**config.mk**
```make
export PLATFORM = sky130hd
export DESIGN_NAME = exec_muldiv_flat
export DESIGN_NICKNAME = d
export VERILOG_FILES = /design/src/rtl/exec_muldiv_if.sv /design/src/rtl/exec_muldiv.sv /design/src/flat_wrapper.sv
export SDC_FILE = /design/constraint.sdc
export NUM_CORES = 1
export LEC_CHECK = 0
export BUFFER_PORTS_ARGS = -buffer_cell sky130_fd_sc_hd__buf_2
export CORE_MARGIN = 3
export CORE_UTILIZATION = 38
export CTS_CLUSTER_DIAMETER = 80
export DETAILED_ROUTE_END_ITERATION = 8
export GPL_TIMING_DRIVEN = 0
export PLACE_DENSITY_LB_ADDON = 0.25
export SYNTH_ARGS = -nofsm -noshare
export SYNTH_HDL_FRONTEND = slang
export SYNTH_SLANG_ARGS = --single-unit
```
**constraint.sdc**
```tcl
create_clock -name clk -period 3.97 [get_ports clk]
set_clock_uncertainty 0.1 [all_clocks]
set_input_delay 0.5955 -clock clk [delete_from_list [all_inputs] [get_ports clk]]
set_output_delay 0.5955 -clock clk [all_outputs]
set_load 0.02 [all_outputs]
```
**src/rtl/exec_muldiv_if.sv**
```systemverilog
// Execute-stage bundle between the decode/execute pipeline registers and the
// iterative multiply/divide unit, including the result path into the memory stage.
interface exec_muldiv_if #(
   parameter int XLEN = 32
);
   logic            start;
   logic [2:0]      funct3;
   logic [XLEN-1:0] rs1;
   logic [XLEN-1:0] rs2;
   logic            write_reg;
   logic [4:0]      dst_addr;
   logic            flush;
   logic            stall;
   logic            done;
   logic [XLEN-1:0] mul_result;
   logic            w_reg;
   logic [4:0]      dst_addrE;

   modport master (
      output start, funct3, rs1, rs2, write_reg, dst_addr, flush,
      input  stall, done, mul_result, w_reg, dst_addrE
   );

   modport slave (
      input  start, funct3, rs1, rs2, write_reg, dst_addr, flush,
      output stall, done, mul_result, w_reg, dst_addrE
   );
endinterface

```
**src/rtl/exec_muldiv.sv**
```systemverilog
// Iterative RV32M multiply/divide unit: radix-2 shift-add multiply, restoring
// divide, one sign-fix cycle, registered result toward the memory stage.
//
// state | meaning
// IDLE  | waiting for start; latches operands, special cases jump to DONE
// CALC  | 32 radix-2 steps, counter 0..31
// FIX   | sign correction and high/low selection
// DONE  | result presented for one cycle, then back to IDLE
module exec_muldiv #(
   parameter int XLEN = 32
) (
   input logic          clk,
   input logic          rst,
   exec_muldiv_if.slave bus
);
   typedef enum logic [1:0] {IDLE, CALC, FIX, DONE} state_t;

   localparam logic [XLEN-1:0] INT_MIN = {1'b1, {(XLEN-1){1'b0}}};

   state_t          state;
   logic [4:0]      cnt;
   logic [2:0]      f3_q;
   logic            wr_q;
   logic [4:0]      dst_q;
   logic            a_neg_q;
   logic            neg_q;
   logic [XLEN-1:0] a_q;
   logic [XLEN-1:0] b_q;
   logic [XLEN-1:0] acc;
   logic [XLEN-1:0] lo;

   logic            done_r;
   logic            w_reg_r;
   logic [4:0]      dst_r;
   logic [XLEN-1:0] result_r;

   logic            sgn_a_op;
   logic            sgn_b_op;
   logic            a_neg;
   logic            b_neg;
   logic [XLEN-1:0] a_mag;
   logic [XLEN-1:0] b_mag;
   logic            div_zero;
   logic            div_ovf;
   logic [XLEN-1:0] special_val;
   logic            accept;

   logic [XLEN:0]     mul_sum;
   logic [XLEN:0]     div_shift;
   logic [XLEN:0]     div_diff;
   logic [2*XLEN-1:0] prod;
   logic [XLEN-1:0]   fix_result;

   always_comb begin
      sgn_a_op = 1'b0;
      sgn_b_op = 1'b0;
      case (bus.funct3)
         3'b000, 3'b001, 3'b100, 3'b110: begin
            sgn_a_op = 1'b1;
            sgn_b_op = 1'b1;
         end
         3'b010:  sgn_a_op = 1'b1;
         default: ;
      endcase
   end

   assign a_neg  = sgn_a_op & bus.rs1[XLEN-1];
   assign b_neg  = sgn_b_op & bus.rs2[XLEN-1];
   assign a_mag  = a_neg ? -bus.rs1 : bus.rs1;
   assign b_mag  = b_neg ? -bus.rs2 : bus.rs2;
   assign accept = (state == IDLE) & bus.start & ~bus.flush;

   assign div_zero = bus.funct3[2] & (bus.rs2 == '0);
   assign div_ovf  = bus.funct3[2] & ~bus.funct3[0] & (bus.rs1 == INT_MIN) & (bus.rs2 == '1);

   // funct3[1] distinguishes REM/REMU from DIV/DIVU
   always_comb begin
      if (div_zero) special_val = bus.funct3[1] ? bus.rs1 : '1;
      else          special_val = bus.funct3[1] ? '0 : INT_MIN;
   end

   // acc/lo are shared: product high/low for multiply, remainder/quotient for divide
   assign mul_sum   = {1'b0, acc} + (lo[0] ? {1'b0, a_q} : '0);
   assign div_shift = {acc, lo[XLEN-1]};
   assign div_diff  = div_shift - {1'b0, b_q};
   assign prod      = neg_q ? -{acc, lo} : {acc, lo};

   always_comb begin
      case (f3_q)
         3'b000:         fix_result = prod[XLEN-1:0];
         3'b001, 3'b010,
         3'b011:         fix_result = prod[2*XLEN-1:XLEN];
         3'b100, 3'b101: fix_result = neg_q ? -lo : lo;
         default:        fix_result = a_neg_q ? -acc : acc;
      endcase
   end

   always_ff @(posedge clk) begin
      if (rst) begin
         state    <= IDLE;
         cnt      <= '0;
         f3_q     <= '0;
         wr_q     <= 1'b0;
         dst_q    <= '0;
         a_neg_q  <= 1'b0;
         neg_q    <= 1'b0;
         a_q      <= '0;
         b_q      <= '0;
         acc      <= '0;
         lo       <= '0;
         done_r   <= 1'b0;
         w_reg_r  <= 1'b0;
         dst_r    <= '0;
         result_r <= '0;
      end else begin
         done_r  <= 1'b0;
         w_reg_r <= 1'b0;
         dst_r   <= '0;
         case (state)
            IDLE: begin
               if (accept) begin
                  f3_q    <= bus.funct3;
                  wr_q    <= bus.write_reg;
                  dst_q   <= bus.dst_addr;
                  a_neg_q <= a_neg;
                  neg_q   <= a_neg ^ b_neg;
                  a_q     <= a_mag;
                  b_q     <= b_mag;
                  acc     <= '0;
                  lo      <= bus.funct3[2] ? a_mag : b_mag;
                  cnt     <= '0;
                  if (div_zero || div_ovf) begin
                     state    <= DONE;
                     done_r   <= 1'b1;
                     w_reg_r  <= bus.write_reg;
                     dst_r    <= bus.dst_addr;
                     result_r <= special_val;
                  end else begin
                     state <= CALC;
                  end
               end
            end
            CALC: begin
               if (bus.flush) begin
                  state <= IDLE;
               end else begin
                  if (f3_q[2]) begin
                     if (!div_diff[XLEN]) begin
                        acc <= div_diff[XLEN-1:0];
                        lo  <= {lo[XLEN-2:0], 1'b1};
                     end else begin
                        acc <= div_shift[XLEN-1:0];
                        lo  <= {lo[XLEN-2:0], 1'b0};
                     end
                  end else begin
                     acc <= mul_sum[XLEN:1];
                     lo  <= {mul_sum[0], lo[XLEN-1:1]};
                  end
                  cnt <= cnt + 5'd1;
                  if (cnt == 5'd31) state <= FIX;
               end
            end
            FIX: begin
               if (bus.flush) begin
                  state <= IDLE;
               end else begin
                  state    <= DONE;
                  done_r   <= 1'b1;
                  w_reg_r  <= wr_q;
                  dst_r    <= dst_q;
                  result_r <= fix_result;
               end
            end
            default: state <= IDLE;
         endcase
      end
   end

   assign bus.stall      = accept | (state == CALC) | (state == FIX);
   assign bus.done       = done_r;
   assign bus.w_reg      = w_reg_r;
   assign bus.dst_addrE  = dst_r;
   assign bus.mul_result = result_r;
endmodule
```
**src/flat_wrapper.sv**
```systemverilog
// flat-port wrapper written by rule: the top's interface ports become plain ports
module exec_muldiv_flat 
#(
   parameter int XLEN = 32
)
  (clk, rst, bus_start, bus_funct3, bus_rs1, bus_rs2, bus_write_reg, bus_dst_addr, bus_flush, bus_stall, bus_done, bus_mul_result, bus_w_reg, bus_dst_addrE);
  exec_muldiv_if #(.XLEN(XLEN)) bus_i ();
  input logic clk;
  input logic rst;
  input wire logic [$bits(bus_i.start)-1:0] bus_start;
  input wire logic [$bits(bus_i.funct3)-1:0] bus_funct3;
  input wire logic [$bits(bus_i.rs1)-1:0] bus_rs1;
  input wire logic [$bits(bus_i.rs2)-1:0] bus_rs2;
  input wire logic [$bits(bus_i.write_reg)-1:0] bus_write_reg;
  input wire logic [$bits(bus_i.dst_addr)-1:0] bus_dst_addr;
  input wire logic [$bits(bus_i.flush)-1:0] bus_flush;
  output wire logic [$bits(bus_i.stall)-1:0] bus_stall;
  output wire logic [$bits(bus_i.done)-1:0] bus_done;
  output wire logic [$bits(bus_i.mul_result)-1:0] bus_mul_result;
  output wire logic [$bits(bus_i.w_reg)-1:0] bus_w_reg;
  output wire logic [$bits(bus_i.dst_addrE)-1:0] bus_dst_addrE;
  assign bus_i.start = bus_start;
  assign bus_i.funct3 = bus_funct3;
  assign bus_i.rs1 = bus_rs1;
  assign bus_i.rs2 = bus_rs2;
  assign bus_i.write_reg = bus_write_reg;
  assign bus_i.dst_addr = bus_dst_addr;
  assign bus_i.flush = bus_flush;
  assign bus_stall = bus_i.stall;
  assign bus_done = bus_i.done;
  assign bus_mul_result = bus_i.mul_result;
  assign bus_w_reg = bus_i.w_reg;
  assign bus_dst_addrE = bus_i.dst_addrE;
  exec_muldiv #(.XLEN(XLEN)) u_core (.clk(clk), .rst(rst), .bus(bus_i));
endmodule
```
==> impl_metrics.toml <==
[status]
status = "finished, final reports clean"

[synthesis]
synth_mux_area_frac = 0.0479
synth_edf_count = 0
synth_warnings = 0
netlist-cell-type-count = 91
synthAdderAreaFrac = 0.0590
ys.flop_type = "dfxtp_1"
synthCells = 2142
synth_nets = 2292
syn_area_per_cell_sq_um = 7.35
synth_top_family_by_area = "compound AO/OA/AOI/OAI gates"
synth_area_sq_um = 15700
ys_async_sr_fraction = 0
synth.ff_latch_count = 185
synth-xor-area-share = 0.107
synth_simple_gate_area_frac = 0.209
synth_compound_area_frac = 0.282
synth_seq_area_share = 0.235

[detailed_routing]
drcViolationCount = 0
detail-route-antenna-nets = 0
drt-total-wl_um = 77000
drtPass1Iterations = 7
vias = 17580
vias_per_cell = 6.23
wl_per_cell_um = 27.3
drt_iter0_drc = 1928

[run]
drv_cap = 0

[pwr]
p_per_area_nw_per_um2 = 298
p_sw_frac = 0.376
p_switching_w = 0.00199
power_frac_clock = 0.337
p_comb_frac = 0.285
intPower_w = 0.00331
seq_power_share = 0.378
peakVddDrop_uv = 323
leakage_nw = 6.77

[setup_path]
reg2reg_depth = 11
critical_path_arrival_ns = 4.11
worstSetupEndpointType = "register"
cp.required_ns = 4.22
criticalPathCategory = "reg -> reg"
crit_fanout = 9
start_kind = "register"

[grt]
grt_pass1_wl_um = 111000
antenna_found_initial = 1
grt_max_degree = 17
grt_overflow = 0
gr-usage-all-layers = 0.339
grt_pass1_vias = 16497

[finish]
design_area_sq_um = 17800
post-route-util = 0.442
antenna_cells = 0
multiInputGateArea_sq_um = 11200
drive_above_1_share = 0.101
final_cell_mix = "nor2_1 (243), dfxtp_1 (183), nand2_1 (176)"
num-fill-cells = 4230
syn_to_final_growth_pct = 13.1
nNetsFinal = 2434
mostFrequentLayoutCell = "nor2_1"
register_area_sq_um = 3710

[timing]
rsz0062_at_grt = "no"
worst_hold_slack_ns = 0.267
fmax_mhz = 259
fin_crit_ns = 3.86
final-hold-violation-count = 0
fin_crit_sh = 0.973
relSlewSlack = 0.0530
setup_violations = 0
finalMaxSlewViolations = 0
fin_tns_setup_ns = 0
worst_pin_slew_ns = 1.42

[min_path]
worstHoldPathType = "in -> reg"
hold_depth = 3

[floorplanning]
fp.coreArea_sq_um = 40300
start_util = 0.391
dieWidth_um = 210
rows = 73
io_pins = 117
dieHeight_um = 210
dieArea_sq_um = 43900

[place]
placed_cell_area_sq_um = 17000
gp_congestion = 1.08
hpwl_um = 62500
portBuffers = 115

[clocking]
cts_made_buffers = 17
max-clock-path-buffers = 2
clkSinkCount = 185
clock_latency_ns = 0.48
htree_levels = 4
hold_buffers = 0
cts_tree = "done"
clockRootBuffer = "clkbuf_16"
path_clk_slew_ns = 0.07
==> power by group through the flow <==
| stage | clock network, W | registers, W | logic, W |
|---|---|---|---|
| after floorplan | 0 | 0.00202 | 0.000860 |
| after global placement | 0 | 0.00204 | 0.00141 |
| after detailed placement | 0 | 0.00204 | 0.00142 |
| after CTS | 0.00179 | 0.00200 | 0.00144 |
| after global routing | 0.00185 | 0.00201 | 0.00159 |
| final | 0.00179 | 0.00200 | 0.00151 |
==> timing repair <==
item | in CTS | in global routing
endpoints found under the setup margin | 42 | 54
hold endpoints to repair | 0 | 0
resized for setup | 21 | 27
buffers inserted | 3 | 5
pin swaps | 3 | 8
==> final timing paths <==
path / start / end / slack [ns]
setup / recovery: u_core.acc[9]$_SDFFE_PP0P_ / u_core.bus.mul_result[27]$_SDFFE_PP0P_ / 0.11
setup reg to reg: u_core.acc[9]$_SDFFE_PP0P_ / u_core.bus.mul_result[27]$_SDFFE_PP0P_ / 0.11
hold / removal: bus_dst_addr[3] / u_core.dst_q[3]$_SDFFE_PP0P_ / 0.27
hold reg to reg: u_core.bus.mul_result[18]$_SDFFE_PP0P_ / u_core.bus.mul_result[18]$_SDFFE_PP0P_ / 0.35
==> cell type report <==
| cell class | count | share of cell area |
|---|---|---|
| clock inverters | 11 | 0.00640 |
| multi-input cells | 1719 | 0.631 |
| plain buffers | 165 | 0.0399 |
| well taps | 525 | 0.0369 |
| repair buffers | 123 | 0.0357 |
| flip-flops and latches | 185 | 0.208 |
| inverters | 73 | 0.0154 |
| clock buffers | 21 | 0.0259 |
==> Yosys cell counts (all sizes together), types with 15 or more instances <==
cell | number | area share
o22ai | 37 | 0.015
mux2i | 73 | 0.046
inv | 73 | 0.017
nand2b | 20 | 0.0079
xnor2 | 89 | 0.050
o211ai | 22 | 0.010
a22oi | 28 | 0.013
nor3 | 64 | 0.020
a21o | 19 | 0.0095
nand2 | 176 | 0.042
clkbuf | 132 | 0.032
nand3 | 35 | 0.011
or3 | 20 | 0.0079
a211oi | 92 | 0.044
a21oi | 167 | 0.053
buf | 33 | 0.011
o21ai | 175 | 0.056
and2 | 38 | 0.015
dfxtp | 185 | 0.24
nand4 | 15 | 0.0060
a31oi | 23 | 0.0091
o31ai | 25 | 0.012
nor2 | 244 | 0.058
ha | 71 | 0.056
xor2 | 103 | 0.057
==> per-stage QoR <==
stage | setup slack, ns | cells | power, W
after floorplan | 0.439 | 2142 | 0.00288
after global placement | -1.31 | 2782 | 0.00345
after detailed placement | -1.30 | 2782 | 0.00346
after CTS | 0.00653 | 2817 | 0.00523
after global routing | 0.0180 | 2822 | 0.00545
final | 0.108 | 2822 | 0.00530
==> worst max-delay path, cell delays in order, from the launching register on <==
cell,delay (ns)
dfxtp_1,0.35
buf_2,0.23
or3_1,0.37
nand4bb_1,0.31
or4_4,0.61
or3_1,0.32
clkbuf_1,0.26
o31ai_2,0.31
xor2_1,0.23
o22ai_1,0.13
a221oi_2,0.39
a21oi_1,0.11
==> cells by family after synthesis <==
kind of cell | Yosys count
AO/OA/AOI/OAI | 689
XOR/XNOR | 192
adder cells (fa/ha/maj) | 73
buffers and inverters | 238
flip-flops | 185
multiplexers | 75
AND/OR/NAND/NOR | 690
==> metal layers <==
layer / global-route usage / vias to the layer above / wire, um
li1: - / 8045 / -
met4: 0.147 / 0 / 3550
met2: 0.512 / 905 / 32600
met5: 0 / - / 0
met1: 0.472 / 8476 / 34200
met3: 0.0640 / 154 / 6730
(Power assumes the default switching activity.)
